**config.mk**
```make
export PLATFORM = sky130hd
export DESIGN_NAME = byte_stripe_tx_gen
export DESIGN_NICKNAME = d
export VERILOG_FILES = /design/src/rtl/byte_stripe_pkg.sv /design/src/rtl/stripe_row_buf.sv /design/src/rtl/byte_stripe_tx_gen.sv
export SDC_FILE = /design/constraint.sdc
export NUM_CORES = 1
export LEC_CHECK = 0
export BUFFER_PORTS_ARGS = -buffer_cell sky130_fd_sc_hd__buf_2
export CAP_MARGIN = 10
export CORE_UTILIZATION = 45
export CTS_CLUSTER_SIZE = 40
export DETAILED_ROUTE_END_ITERATION = 10
export GPL_TIMING_DRIVEN = 0
export PLACE_DENSITY_LB_ADDON = 0.15
export SYNTH_ARGS = -nofsm -noshare
export SYNTH_HDL_FRONTEND = slang
export SYNTH_SLANG_ARGS = --single-unit
```
**constraint.sdc**
```tcl
create_clock -name clk -period 1.95 [get_ports clk]
set_clock_uncertainty 0.15 [all_clocks]
set_input_delay 0.585 -clock clk [delete_from_list [all_inputs] [get_ports clk]]
set_output_delay 0.585 -clock clk [all_outputs]
set_load 0.01 [all_outputs]
```
**src/rtl/byte_stripe_pkg.sv**
```systemverilog
`default_nettype none
// ============================================================================
// Module      : byte_stripe_pkg
// Description : Shared FSM encodings, pointer-width helper and default pad
//               value for the byte striper.
// Revision    : 1.0 - initial release
// ============================================================================
package byte_stripe_pkg;

  localparam logic [0:0] ST_FILL = 1'b0;
  localparam logic [0:0] ST_HOLD = 1'b1;

  localparam int unsigned DEF_PAD_VAL = 0;

  // Ceiling log2, never below 1 so a single-lane build still has a pointer.
  function automatic int unsigned stripe_clog2(input int unsigned n);
    int unsigned w;
    w = 0;
    for (int unsigned i = 0; i < 32; i++) begin
      if ((64'd1 << i) < 64'(n)) w = i + 1;
    end
    return (w == 0) ? 1 : w;
  endfunction

endpackage
`default_nettype wire

```
**src/rtl/stripe_row_buf.sv**
```systemverilog
`default_nettype none
// ============================================================================
// Module      : stripe_row_buf
// Description : Row assembly buffer: lane pointer, lane words and lane valid
//               bits, with padding of unused lanes when a row completes.
// Revision    : 1.0 - initial release
// ============================================================================
module stripe_row_buf
  import byte_stripe_pkg::*;
#(
  parameter int unsigned       DATA_W  = 8,
  parameter int unsigned       LANES   = 4,
  parameter logic [DATA_W-1:0] PAD_VAL = DATA_W'(DEF_PAD_VAL)
) (
  input  logic                    clk,
  input  logic                    reset,
  input  logic                    wr_en_i,
  input  logic [DATA_W-1:0]       data_i,
  input  logic                    last_i,
  input  logic                    clr_i,
  output logic                    complete_o,
  output logic [LANES*DATA_W-1:0] row_next_o,
  output logic [LANES-1:0]        lane_valid_next_o,
  output logic [LANES*DATA_W-1:0] row_o,
  output logic [LANES-1:0]        lane_valid_o
);

  localparam int unsigned      PTR_W    = stripe_clog2(LANES);
  localparam logic [PTR_W-1:0] LAST_PTR = PTR_W'(LANES - 1);

  logic [PTR_W-1:0]        ptr_q, ptr_d;
  logic [LANES*DATA_W-1:0] row_q, row_d;
  logic [LANES-1:0]        lv_q, lv_d;
  logic                    w_complete;

  assign w_complete = wr_en_i && (last_i || (ptr_q == LAST_PTR));

  // Row as it will look after this write, padded above the pointer on completion.
  for (genvar i = 0; i < LANES; i++) begin : g_lane
    localparam logic [PTR_W-1:0] IDX = PTR_W'(i);
    logic w_wr, w_pad;
    assign w_wr  = wr_en_i && (ptr_q == IDX);
    assign w_pad = w_complete && (IDX > ptr_q);
    assign row_next_o[i*DATA_W +: DATA_W] = w_wr  ? data_i :
                                            w_pad ? PAD_VAL :
                                                    row_q[i*DATA_W +: DATA_W];
    assign lane_valid_next_o[i] = w_wr ? 1'b1 : (w_pad ? 1'b0 : lv_q[i]);
  end

  always_comb begin
    ptr_d = ptr_q;
    row_d = row_q;
    lv_d  = lv_q;
    if (clr_i) begin
      ptr_d = '0;
      row_d = '0;
      lv_d  = '0;
    end else if (wr_en_i) begin
      ptr_d = w_complete ? '0 : ptr_q + PTR_W'(1);
      row_d = row_next_o;
      lv_d  = lane_valid_next_o;
    end
  end

  always_ff @(posedge clk or negedge reset) begin
    if (!reset) begin
      ptr_q <= '0;
      row_q <= '0;
      lv_q  <= '0;
    end else begin
      ptr_q <= ptr_d;
      row_q <= row_d;
      lv_q  <= lv_d;
    end
  end

  assign complete_o   = w_complete;
  assign row_o        = row_q;
  assign lane_valid_o = lv_q;

endmodule
`default_nettype wire

```
**src/rtl/byte_stripe_tx_gen.sv**
```systemverilog
`default_nettype none
// ============================================================================
// Module      : byte_stripe_tx_gen
// Description : Transmit byte striper: round-robin row assembly, flush with
//               padding on in_last, output register with backpressure.
// Revision    : 1.0 - initial release
// ============================================================================
module byte_stripe_tx_gen
  import byte_stripe_pkg::*;
#(
  parameter int unsigned       DATA_W  = 8,
  parameter int unsigned       LANES   = 4,
  parameter logic [DATA_W-1:0] PAD_VAL = DATA_W'(DEF_PAD_VAL)
) (
  input  logic                    clk,
  input  logic                    reset,
  input  logic                    in_valid,
  input  logic [DATA_W-1:0]       in_data,
  input  logic                    in_last,
  output logic                    in_ready,
  output logic                    out_valid,
  input  logic                    out_ready,
  output logic [LANES*DATA_W-1:0] out_data,
  output logic [LANES-1:0]        out_lane_valid,
  output logic [15:0]             rows_sent
);

  logic [0:0]              state_q, state_d;
  logic                    out_valid_q, out_valid_d;
  logic [LANES*DATA_W-1:0] out_data_q, out_data_d;
  logic [LANES-1:0]        out_lv_q, out_lv_d;
  logic [15:0]             rows_q, rows_d;

  logic                    w_accept, w_consume, w_free, w_complete;
  logic                    w_load_new, w_load_held, w_clr;
  logic [LANES*DATA_W-1:0] w_row_next, w_row_held;
  logic [LANES-1:0]        w_lv_next, w_lv_held;

  assign w_accept    = in_valid && in_ready;
  assign w_consume   = out_valid_q && out_ready;
  assign w_free      = !out_valid_q || out_ready;
  assign w_load_new  = (state_q == ST_FILL) && w_complete && w_free;
  assign w_load_held = (state_q == ST_HOLD) && w_consume;
  // A row that went straight to the output, or left the buffer, frees the buffer.
  assign w_clr       = w_load_new || w_load_held;

  stripe_row_buf #(
    .DATA_W  (DATA_W),
    .LANES   (LANES),
    .PAD_VAL (PAD_VAL)
  ) u_row_buf (
    .clk               (clk),
    .reset             (reset),
    .wr_en_i           (w_accept),
    .data_i            (in_data),
    .last_i            (in_last),
    .clr_i             (w_clr),
    .complete_o        (w_complete),
    .row_next_o        (w_row_next),
    .lane_valid_next_o (w_lv_next),
    .row_o             (w_row_held),
    .lane_valid_o      (w_lv_held)
  );

  always_ff @(posedge clk or negedge reset) begin
    if (!reset) state_q <= ST_FILL;
    else        state_q <= state_d;
  end

  always_comb begin
    state_d = state_q;
    case (state_q)
      ST_FILL: if (w_complete && !w_free) state_d = ST_HOLD;
      ST_HOLD: if (w_consume)             state_d = ST_FILL;
      default:                            state_d = ST_FILL;
    endcase
  end

  always_comb begin
    in_ready = (state_q == ST_FILL);
  end

  always_comb begin
    out_valid_d = out_valid_q;
    out_data_d  = out_data_q;
    out_lv_d    = out_lv_q;
    if (w_load_new) begin
      out_valid_d = 1'b1;
      out_data_d  = w_row_next;
      out_lv_d    = w_lv_next;
    end else if (w_load_held) begin
      out_valid_d = 1'b1;
      out_data_d  = w_row_held;
      out_lv_d    = w_lv_held;
    end else if (w_consume) begin
      out_valid_d = 1'b0;
    end
    rows_d = (w_consume && (rows_q != 16'hFFFF)) ? rows_q + 16'd1 : rows_q;
  end

  always_ff @(posedge clk or negedge reset) begin
    if (!reset) begin
      out_valid_q <= 1'b0;
      out_data_q  <= '0;
      out_lv_q    <= '0;
      rows_q      <= '0;
    end else begin
      out_valid_q <= out_valid_d;
      out_data_q  <= out_data_d;
      out_lv_q    <= out_lv_d;
      rows_q      <= rows_d;
    end
  end

  assign out_valid      = out_valid_q;
  assign out_data       = out_data_q;
  assign out_lane_valid = out_lv_q;
  assign rows_sent      = rows_q;

endmodule
`default_nettype wire

```
==> out/metrics.cfg, run 1 <==
[timing]
timing.slew.headroom_pct=60.91
drv_slew=0
fin_ws_ps=-136.7
finalCritPeriodShare_pct=107.0
setup_viol=19
period_minus_slack_ps=2087
worst_pin_slew_ps=586.4
timing.final.hold_violations=0
rsz0062_at_grt=true
max_freq_mhz=479.2

[floorplanning]
dieWidth_um=97.54
core_sq_mm=0.008763
io_pins=67
die-area_sq_mm=0.009514
start_util_pct=46.87
die_h_um=97.54
fp-row-count=34

[route]
num_vias=3262
vias_per_cell=5.673
wl_um=10340
wl_met2_um=4967
ant_nets=0
wl_met1_um=4635
post_drt_wl_per_cell_um=17.98
drc_errors=0
first_pass_iters=4
drtIter0Drc=139
top_layer_used=met4
wl_met3_um=537

[placed_design]
portBuffers=58
place_hpwl_um=6645
numPlacedInstances=540
gp_congestion=0.8205

[layout]
drive_above_1_share_pct=34.05
regArea_sq_mm=0.002305
fin_cells=575
antenna_cells=0
layout.nets=480
syn2layout_area_growth_pct=28.72
multi_input_area_sq_mm=0.001906
fillers=752

[critical_path]
cp_max_fo=6
r2r_slack_ps=-140
cp_data_arrival_time_ps=2180
setup.worst_path.start=rows_sent[0]
cp-start-kind=flip-flop
r2r_cells=6
end_kind=flip-flop
crit_type=flip-flop to flip-flop
r2r-end=rows_sent[2]
r2r-start=rows_sent[0]
crit_end=rows_sent[2]
crit_required_ps=2040

[cts]
cts_tree=done
clock_latency_ps=360
htree_levels=3
cts_made_buffers=9
clock_sinks=92
cts-root-buf=clkbuf_8
cts_hold_buf=0
clk_path_buf_depth=2
path_clk_slew_ps=90

[logic_synthesis]
yosysMostFrequentCell=dfrtp_1
syn-num-nets=391
yosys_warnings=0
syn_area_per_cell_sq_um=11.01
synth_ff_type=dfrtp_1
synth_common_cells=92 x dfrtp_1, 31 x nand2_1, 24 x a22o_1, 19 x nand3_1, 18 x o21ai_0
netlist.area_leader.share_pct=56.05
ys_ff_latch=92
synth_area_sq_mm=0.004108
synth_cells=373
synth_top_area_cell=dfrtp_1
async_flop_share_pct=100.0
yosysSeqAreaShare_pct=56.05
synthTopCellsByArea=dfrtp_1 56%, a22o_1 5.1%, a221o_1 4.1%, nand2_1 2.8%, nand3_1 2.3%
synth_edf_count=0
ys_types=50

[pwr]
cellPowerDensity_mw_per_mm2=1248
power.total_mw=6.597
pwr-share-clk_pct=18.8
p_leak_nw=2.607
p_comb_share_pct=39.4
p_int_mw=4.139
pwr-share-seq_pct=41.9
p_sw_mw=2.458
p_sw_share_pct=37.26
ir_worst_vdd_mv=0.6253

[run_status]
violations=setup timing
status=finished with violations

[grt]
globalRouteOverflowTotal=0
track_usage_pct=22.04
grt_max_degree=50
grt_pass1_wl_um=16760
antenna_found_initial=0
grt_pass1_vias=3198

[flow_run]
maxCapViolCount=0

[worst_hold_path]
hp-class=input pin to async pin

==> power by group through the flow <==
stage | clock network, mW | logic, mW | registers [mW]
2_1_floorplan | 0 | 1.14 | 2.85
3_3_place_gp | 0 | 1.89 | 2.77
3_5_place_dp | 0 | 1.94 | 2.78
4_1_cts | 1.27 | 2.25 | 2.73
5_1_grt | 1.34 | 2.83 | 2.82
6_report | 1.24 | 2.60 | 2.76
==> repair_timing <==
action,4_1_cts,5_1_grt
setup buffers,12,9
gates cloned,0,4
endpoints found under the setup margin,78,79
resized for setup,30,58
pin swaps,6,30
hold endpoints to repair,0,0
==> cells by family after synthesis <==
group	share of synthesized area, %
adders and majority gates	1.523
xor gates and xnor gates	2.772
and+or+nand+nor	14.59
buffers and inverters	4.021
muxes	2.498
AOI/OAI and AO/OA	18.55
DFF	56.05
==> sequential cells by signal, summed over array words and instances, names as in the netlist <==
| signal | flops |
|---|---|
| u_row_buf.ptr_q | 2 |
| state_q | 1 |
| u_row_buf.lane_valid_o | 4 |
| rows_sent | 16 |
| out_valid | 1 |
| out_lane_valid | 4 |
| u_row_buf.row_o | 32 |
| out_data | 32 |
==> worst min path at each step <==
stage	from	end	slack, ps	cells after the start
final	reset	u_row_buf.row_o[27]	80	1
after floorplan	reset	out_data[0]	140	0
after global routing	reset	u_row_buf.row_o[27]	120	1
after detailed placement	out_data[31]	out_data[31]	330	2
after global placement	u_row_buf.lane_valid_o[3]	u_row_buf.lane_valid_o[3]	310	1
after CTS	reset	out_data[11]	90	1
==> stage by stage <==
stage	area [sq um]	utilization, %	hold WS [ps]	setup WS, ps	TNS (ps)
2_1_floorplan	4111	-	139.4	-44.77	-44.77
3_3_place_gp	4537	51.77	312.7	-727.8	-91900
3_5_place_dp	4567	52.11	326.2	-492.2	-27250
4_1_cts	5000	57.05	86.64	-80.94	-93.51
5_1_grt	5288	60.34	124.7	-180.7	-2829
6_report	5288	60.34	79.45	-136.7	-605.2
==> worst max-delay path, stage by stage (launching register included) <==
cell and delay (ps):
dfrtp_1 380, ha_2 190, nand4_1 230, or4_4 610, buf_6 140, and3_4 140, xor2_1 130
==> area by class of cell <==
cell class / count / share of cell area [%]
Clock inverter: 6 / 0.9938
Sequential cell: 92 / 43.59
Multi-Input combinational cell: 241 / 36.04
Timing Repair Buffer: 81 / 10.41
Inverter: 16 / 1.136
Clock buffer: 10 / 2.603
Buffer: 21 / 2.674
Tap cell: 108 / 2.556
==> per-layer routing <==
layer | up-vias | GRT usage (%)
li1 | 1537 | -
met1 | 1620 | 31.29
met2 | 89 | 34.86
met3 | 16 | 2.878
met4 | 0 | 7.692
met5 | - | 0
==> placed cells by master, fill, tap and decap left out, types with 4 or more instances in the layout <==
| cell | n |
|---|---|
| xor2_1 | 7 |
| nor2_1 | 8 |
| dfrtp_1 | 90 |
| clkbuf_8 | 10 |
| xnor2_1 | 6 |
| mux2i_1 | 8 |
| a21oi_1 | 14 |
| nand2_1 | 29 |
| and2_1 | 4 |
| buf_6 | 5 |
| a221o_1 | 17 |
| inv_1 | 16 |
| buf_2 | 63 |
| nand3_1 | 16 |
| a22o_1 | 24 |
| and3_1 | 11 |
| buf_1 | 6 |
| a22oi_2 | 8 |
| o21ai_1 | 9 |
| buf_4 | 16 |
| o21ai_0 | 10 |
| and2_4 | 7 |
| nand4_1 | 8 |
Power figures use the tool's default switching activity.
==> run 2, diff against run 1 <==
--- a/config.mk
+++ b/config.mk
@@ -7,11 +7,13 @@
 export LEC_CHECK = 0
 export BUFFER_PORTS_ARGS = -buffer_cell sky130_fd_sc_hd__buf_2
 export CAP_MARGIN = 10
-export CORE_UTILIZATION = 45
+export CELL_PAD_IN_SITES_DETAIL_PLACEMENT = 0
+export CELL_PAD_IN_SITES_GLOBAL_PLACEMENT = 1
+export CORE_UTILIZATION = 40
 export CTS_CLUSTER_SIZE = 40
 export DETAILED_ROUTE_END_ITERATION = 10
 export GPL_TIMING_DRIVEN = 0
-export PLACE_DENSITY_LB_ADDON = 0.15
+export PLACE_DENSITY = 0.76
 export SYNTH_ARGS = -nofsm -noshare
 export SYNTH_HDL_FRONTEND = slang
 export SYNTH_SLANG_ARGS = --single-unit
==> out/metrics.cfg, run 2 (synthesized netlist as in run 1, its figures left out) <==
[layout]
antenna_cells=0
drive_above_1_share_pct=30.15
syn2layout_area_growth_pct=25.71
fin_util_pct=52.35
layout.nets=475
layout_common_cells=86 x dfrtp_1, 63 x buf_2, 31 x nand2_1
final_common_cell=dfrtp_1
fin_cells=594

[critical_path]
end_kind=flip-flop
cp_data_arrival_time_ps=1990
cp_max_fo=6
r2r_cells=6
r2r-start=rows_sent[0]
r2r-end=rows_sent[2]
r2r_slack_ps=50
setup.worst_path.start=rows_sent[0]
crit_required_ps=2050
crit_end=rows_sent[2]
cp-start-kind=flip-flop
crit_type=flip-flop to flip-flop

[route]
drtIter0Drc=115
ant_nets=0
vias_per_cell=5.481
post_drt_wl_per_cell_um=17.30
first_pass_iters=4
wl_um=10270
drc_errors=0
num_vias=3256

[grt]
grt_pass1_wl_um=16350
track_usage_pct=20.34
globalRouteOverflowTotal=0
antenna_found_initial=0
grt_max_degree=57
grt_pass1_vias=3061

[pwr]
ir_worst_vdd_mv=0.5040
p_leak_nw=2.562
cellPowerDensity_mw_per_mm2=1262

[cts]
cts_tree=done
path_clk_slew_ps=90
clock_sinks=92
clock_latency_ps=360
clk_path_buf_depth=2
cts-root-buf=clkbuf_8
htree_levels=3
cts_made_buffers=9

[floorplanning]
die-area_sq_mm=0.01068
fp-row-count=36
die_h_um=103.3
core_sq_mm=0.009864
dieWidth_um=103.3
start_util_pct=41.64
io_pins=67

[timing]
worst_pin_slew_ps=541.3
finalCritPeriodShare_pct=97.41
setup_viol=0
drv_slew=0
max_freq_mhz=526.5
timing.final.hold_violations=0
rsz0062_at_grt=true
period_minus_slack_ps=1899
timing.slew.headroom_pct=63.92

[placed_design]
numPlacedInstances=565
portBuffers=58
gp_congestion=0.7557
place_hpwl_um=6681

[flow_run]
maxCapViolCount=0

[worst_hold_path]
hp-class=input pin to async pin

[run_status]
status=completed

[run 2: changes by cell type in the layout (fill, tap and decap cells not counted), sizes merged]
| cell | delta |
|---|---|
| clkbuf | -3 |
| inv | -1 |
| bufinv | +2 |
| clkinvlp | -1 |
| o21ai | -1 |
| buf | -2 |
[run 2: area by class of cell]
class / count / area (sq um)
fillers: 897 / 4701
flip-flops and latches: 92 / 2310
multi-input cells: 240 / 1804
repair buffers: 77 / 467.9
well taps: 133 / 166.4
plain buffers: 21 / 135.1
clock buffers: 9 / 123.9
clock inverters: 6 / 96.34
inverters: 16 / 60.06
[run 2: how the worst min path moves through the flow]
stage / end / start / slack (ps)
6_report: out_data[24] / reset / 40
4_1_cts: u_row_buf.row_o[24] / reset / 50
3_3_place_gp: u_row_buf.lane_valid_o[3] / u_row_buf.lane_valid_o[3] / 310
2_1_floorplan: out_data[0] / reset / 140
5_1_grt: u_row_buf.ptr_q[1] / reset / 70
3_5_place_dp: u_row_buf.lane_valid_o[3] / u_row_buf.lane_valid_o[3] / 320
[run 2: report_power, final]
| group | total [mW] | internal (mW) | switching, mW |
|---|---|---|---|
| Sequential | 2.76 | 2.40 | 0.356 |
| Combinational | 2.33 | 1.04 | 1.29 |
| Clock | 1.43 | 0.733 | 0.693 |
| Total | 6.52 | 4.18 | 2.34 |
[run 2: metrics by stage]
step	setup TNS (ps)	total power, mW	worst slack [ps]	hold WS, ps	area (sq um)
finish	0	6.517	50.57	41.11	5164
global route	-157.2	6.960	-21.91	69.03	5164
CTS	0	6.398	5.759	53.88	5015
detailed placement	-26480	4.719	-469.7	318.7	4598
global placement	-94380	4.679	-742.3	308.6	4568
floorplan	-44.77	3.988	-44.77	139.4	4111
[run 2: what timing repair did]
item	CTS	global route
setup endpoints to repair	78	60
buffers inserted	11	8
gates cloned	0	0
pin swaps	7	14
hold buffers	0	0
gates resized for setup	30	25
[run 2: per-layer routing]
metal | vias up | global-route usage [%] | share of wire [%]
li1 | 1521 | - | -
met1 | 1649 | 28.93 | 46
met2 | 77 | 32.31 | 48
met3 | 9 | 3.091 | 5.2
met4 | 0 | 5.959 | 0.83
met5 | - | 0 | 0
[run 2: worst max-delay path, stage by stage, from the launching register on]
cell and delay, ps:
dfrtp_1 400, ha_4 160, nand4_1 110, or4_1 540, buf_6 150, and3_4 140, xor2_1 130
==> run 3, diff against run 2 <==
--- a/config.mk
+++ b/config.mk
@@ -5,15 +5,16 @@
 export SDC_FILE = /design/constraint.sdc
 export NUM_CORES = 1
 export LEC_CHECK = 0
+export ABC_AREA = 1
 export BUFFER_PORTS_ARGS = -buffer_cell sky130_fd_sc_hd__buf_2
 export CAP_MARGIN = 10
 export CELL_PAD_IN_SITES_DETAIL_PLACEMENT = 0
 export CELL_PAD_IN_SITES_GLOBAL_PLACEMENT = 1
-export CORE_UTILIZATION = 40
+export CORE_UTILIZATION = 38
 export CTS_CLUSTER_SIZE = 40
 export DETAILED_ROUTE_END_ITERATION = 10
 export GPL_TIMING_DRIVEN = 0
-export PLACE_DENSITY = 0.76
+export PLACE_DENSITY = 0.81
 export SYNTH_ARGS = -nofsm -noshare
 export SYNTH_HDL_FRONTEND = slang
 export SYNTH_SLANG_ARGS = --single-unit
==> out/metrics.cfg, run 3 <==
[critical_path]
worst-path-buf-inv=4
cp-start-kind=flip-flop
cp_max_fo=10
crit_chain=ha_2 -> inv_2 -> nand2_4 -> nand2_8 -> inv_4 -> nand2_4 -> nand2_2 -> clkinv_4 -> buf_6 -> nand2_1 -> nand3_1
crit_type=flip-flop to flip-flop
critPathSlowestCell=dfrtp_1
crit_required_ps=2030
cp_data_arrival_time_ps=1890
critPathMaxStageDelay_ps=380
critPathTopFamily=simple AND/OR/NAND/NOR gates
end_kind=flip-flop
cpMostUsedCell=nand2_4

[cts]
clock_sinks=92
cts_hold_buf=0
path_clk_slew_ps=70
htree_levels=3
cts_made_buffers=9
cts_tree=done
clk_path_buf_depth=2
cts-root-buf=clkbuf_16
clock_latency_ps=350

[route]
ant_nets=0
first_pass_iters=4
num_vias=4000
vias_per_cell=4.890
drtIter0Drc=215
drc_errors=0
post_drt_wl_per_cell_um=14.72
wl_um=12040

[logic_synthesis]
async_flop_share_pct=100.0
synth_ff_type=dfrtp_1
synthTopCellsByArea=dfrtp_1 49%, nand2_1 18%, nand3_1 5.4%, inv_1 4.4%, a21oi_2 3.2%
synth_common_cells=229 x nand2_1, 92 x dfrtp_1, 55 x inv_1, 50 x nand3_1, 36 x nor2_1
synth_edf_count=0
netlist.area_leader.share_pct=49.46
synth_top_area_cell=dfrtp_1
yosys_warnings=0
yosysMostFrequentCell=nand2_1
synth_area_sq_mm=0.004654
synth_cells=587
syn-num-nets=605
ys_types=30
yosysSeqAreaShare_pct=49.46
ys_ff_latch=92
syn_area_per_cell_sq_um=7.929

[floorplanning]
die_h_um=112.7
start_util_pct=38.91
die-area_sq_mm=0.01270
core_sq_mm=0.01196
io_pins=67
dieWidth_um=112.7
fp-row-count=40

[grt]
grt_pass1_wl_um=20050
grt_max_degree=66
globalRouteOverflowTotal=0
grt_pass1_vias=3842
antenna_found_initial=0
track_usage_pct=20.56

[timing]
timing.final.hold_violations=0
hold_slack_ps=4.055
worst_pin_slew_ps=491.1
finalCritPeriodShare_pct=92.61
setup_viol=0
drv_slew=0
max_freq_mhz=553.8
timing.slew.headroom_pct=67.26
fin_ws_ps=144.2
period_minus_slack_ps=1806

[layout]
fin_cells=818
layout_common_cells=229 x nand2_1, 91 x dfrtp_1, 68 x buf_2
antenna_cells=0
final_common_cell=nand2_1
drive_above_1_share_pct=21.46
syn2layout_area_growth_pct=19.25
layout.nets=684

[placed_design]
gp_congestion=0.7837
numPlacedInstances=801
portBuffers=66
dp_worst_setup_slack_ps=-124.1
place_hpwl_um=8358

[pwr]
p_leak_nw=2.921
cellPowerDensity_mw_per_mm2=1433
ir_worst_vdd_mv=0.7869

[flow_run]
maxCapViolCount=0

[worst_hold_path]
hp-class=input pin to async pin

[run_status]
status=completed

run 3: cell types whose count changed after synthesis, sizes merged, moves of 8 or more:
cell    delta
a221o     -17
nor2      +29
a21oi      +9
and3      -12
o22ai      +8
nand3     +32
and2      -11
inv       +46
mux2i      -8
o211ai     +8
a22oi      -8
a22o      -24
nand2    +208
run 3: layout make-up:
cell class              instances  area (sq um)
flip-flops and latches         92          2303
repair buffers                 68         367.9
well taps                     147         183.9
multi-input cells             416          1994
plain buffers                  17         146.4
inverters                      62         240.2
fillers                      1169          6411
clock inverters                 3         43.79
clock buffers                  13         270.3
run 3: per-stage QoR:
stage / total power [mW] / area [sq um] / util, % / TNS, ps
floorplan: 5.063 / 4654 / - / 0
global placement: 6.007 / 5169 / 43.21 / -76790
detailed placement: 6.112 / 5199 / 43.46 / -4777
CTS: 7.995 / 5520 / 46.15 / 0
global route: 8.577 / 5550 / 46.40 / -26.06
finish: 7.954 / 5550 / 46.40 / 0
run 3: cell families (layout without fill, tap and decap cells):
group	Yosys count	after routing	synth area share (%)
flops	92	92	49.46
xor+xnor	5	5	0.9410
compound gates	69	69	9.435
simple gates	337	337	30.75
buf+inv	79	163	8.065
fa+ha+maj	5	5	1.344
run 3: worst paths after layout:
path	end	start	depth (start not counted)	slack, ps
max reg2reg	out_data[16]	u_row_buf.ptr_q[0]	11	140
max in group asynchronous	rows_sent[0]	reset	2	970
min in group clk	out_data[8]	out_data[8]	2	330
min reg2reg	out_data[8]	out_data[8]	2	330
min	out_data[19]	reset	1	4
max	out_data[16]	u_row_buf.ptr_q[0]	11	140
run 3: where the power goes:
part	total (mW)	switching (mW)	internal (mW)	leakage, nW
logic	3.03	1.89	1.14	1.55
registers	3.07	0.455	2.62	1.21
clock network	1.85	0.751	1.10	0.156
total	7.95	3.09	4.86	2.92
run 3: what timing repair did:
action                     in CTS  in global routing
setup endpoints to repair      32                 74
gates resized for setup         2                  9
buffers inserted                0                  1
pin swaps                       0                  0
run 3: worst register-to-register path: stages, from the launching register on:
cell	delay, ps
dfrtp_1	380
ha_2	210
inv_2	60
nand2_4	110
nand2_8	100
inv_4	90
nand2_4	70
nand2_2	110
clkinv_4	110
buf_6	160
nand2_1	60
nand3_1	80
run 3: per-layer routing:
layer	track usage, %	vias to the layer above	wire [um]
li1	-	2015	-
met1	29.00	1880	5825
met2	30.95	91	5467
met3	4.968	14	555
met4	6.844	0	195
met5	0	-	0
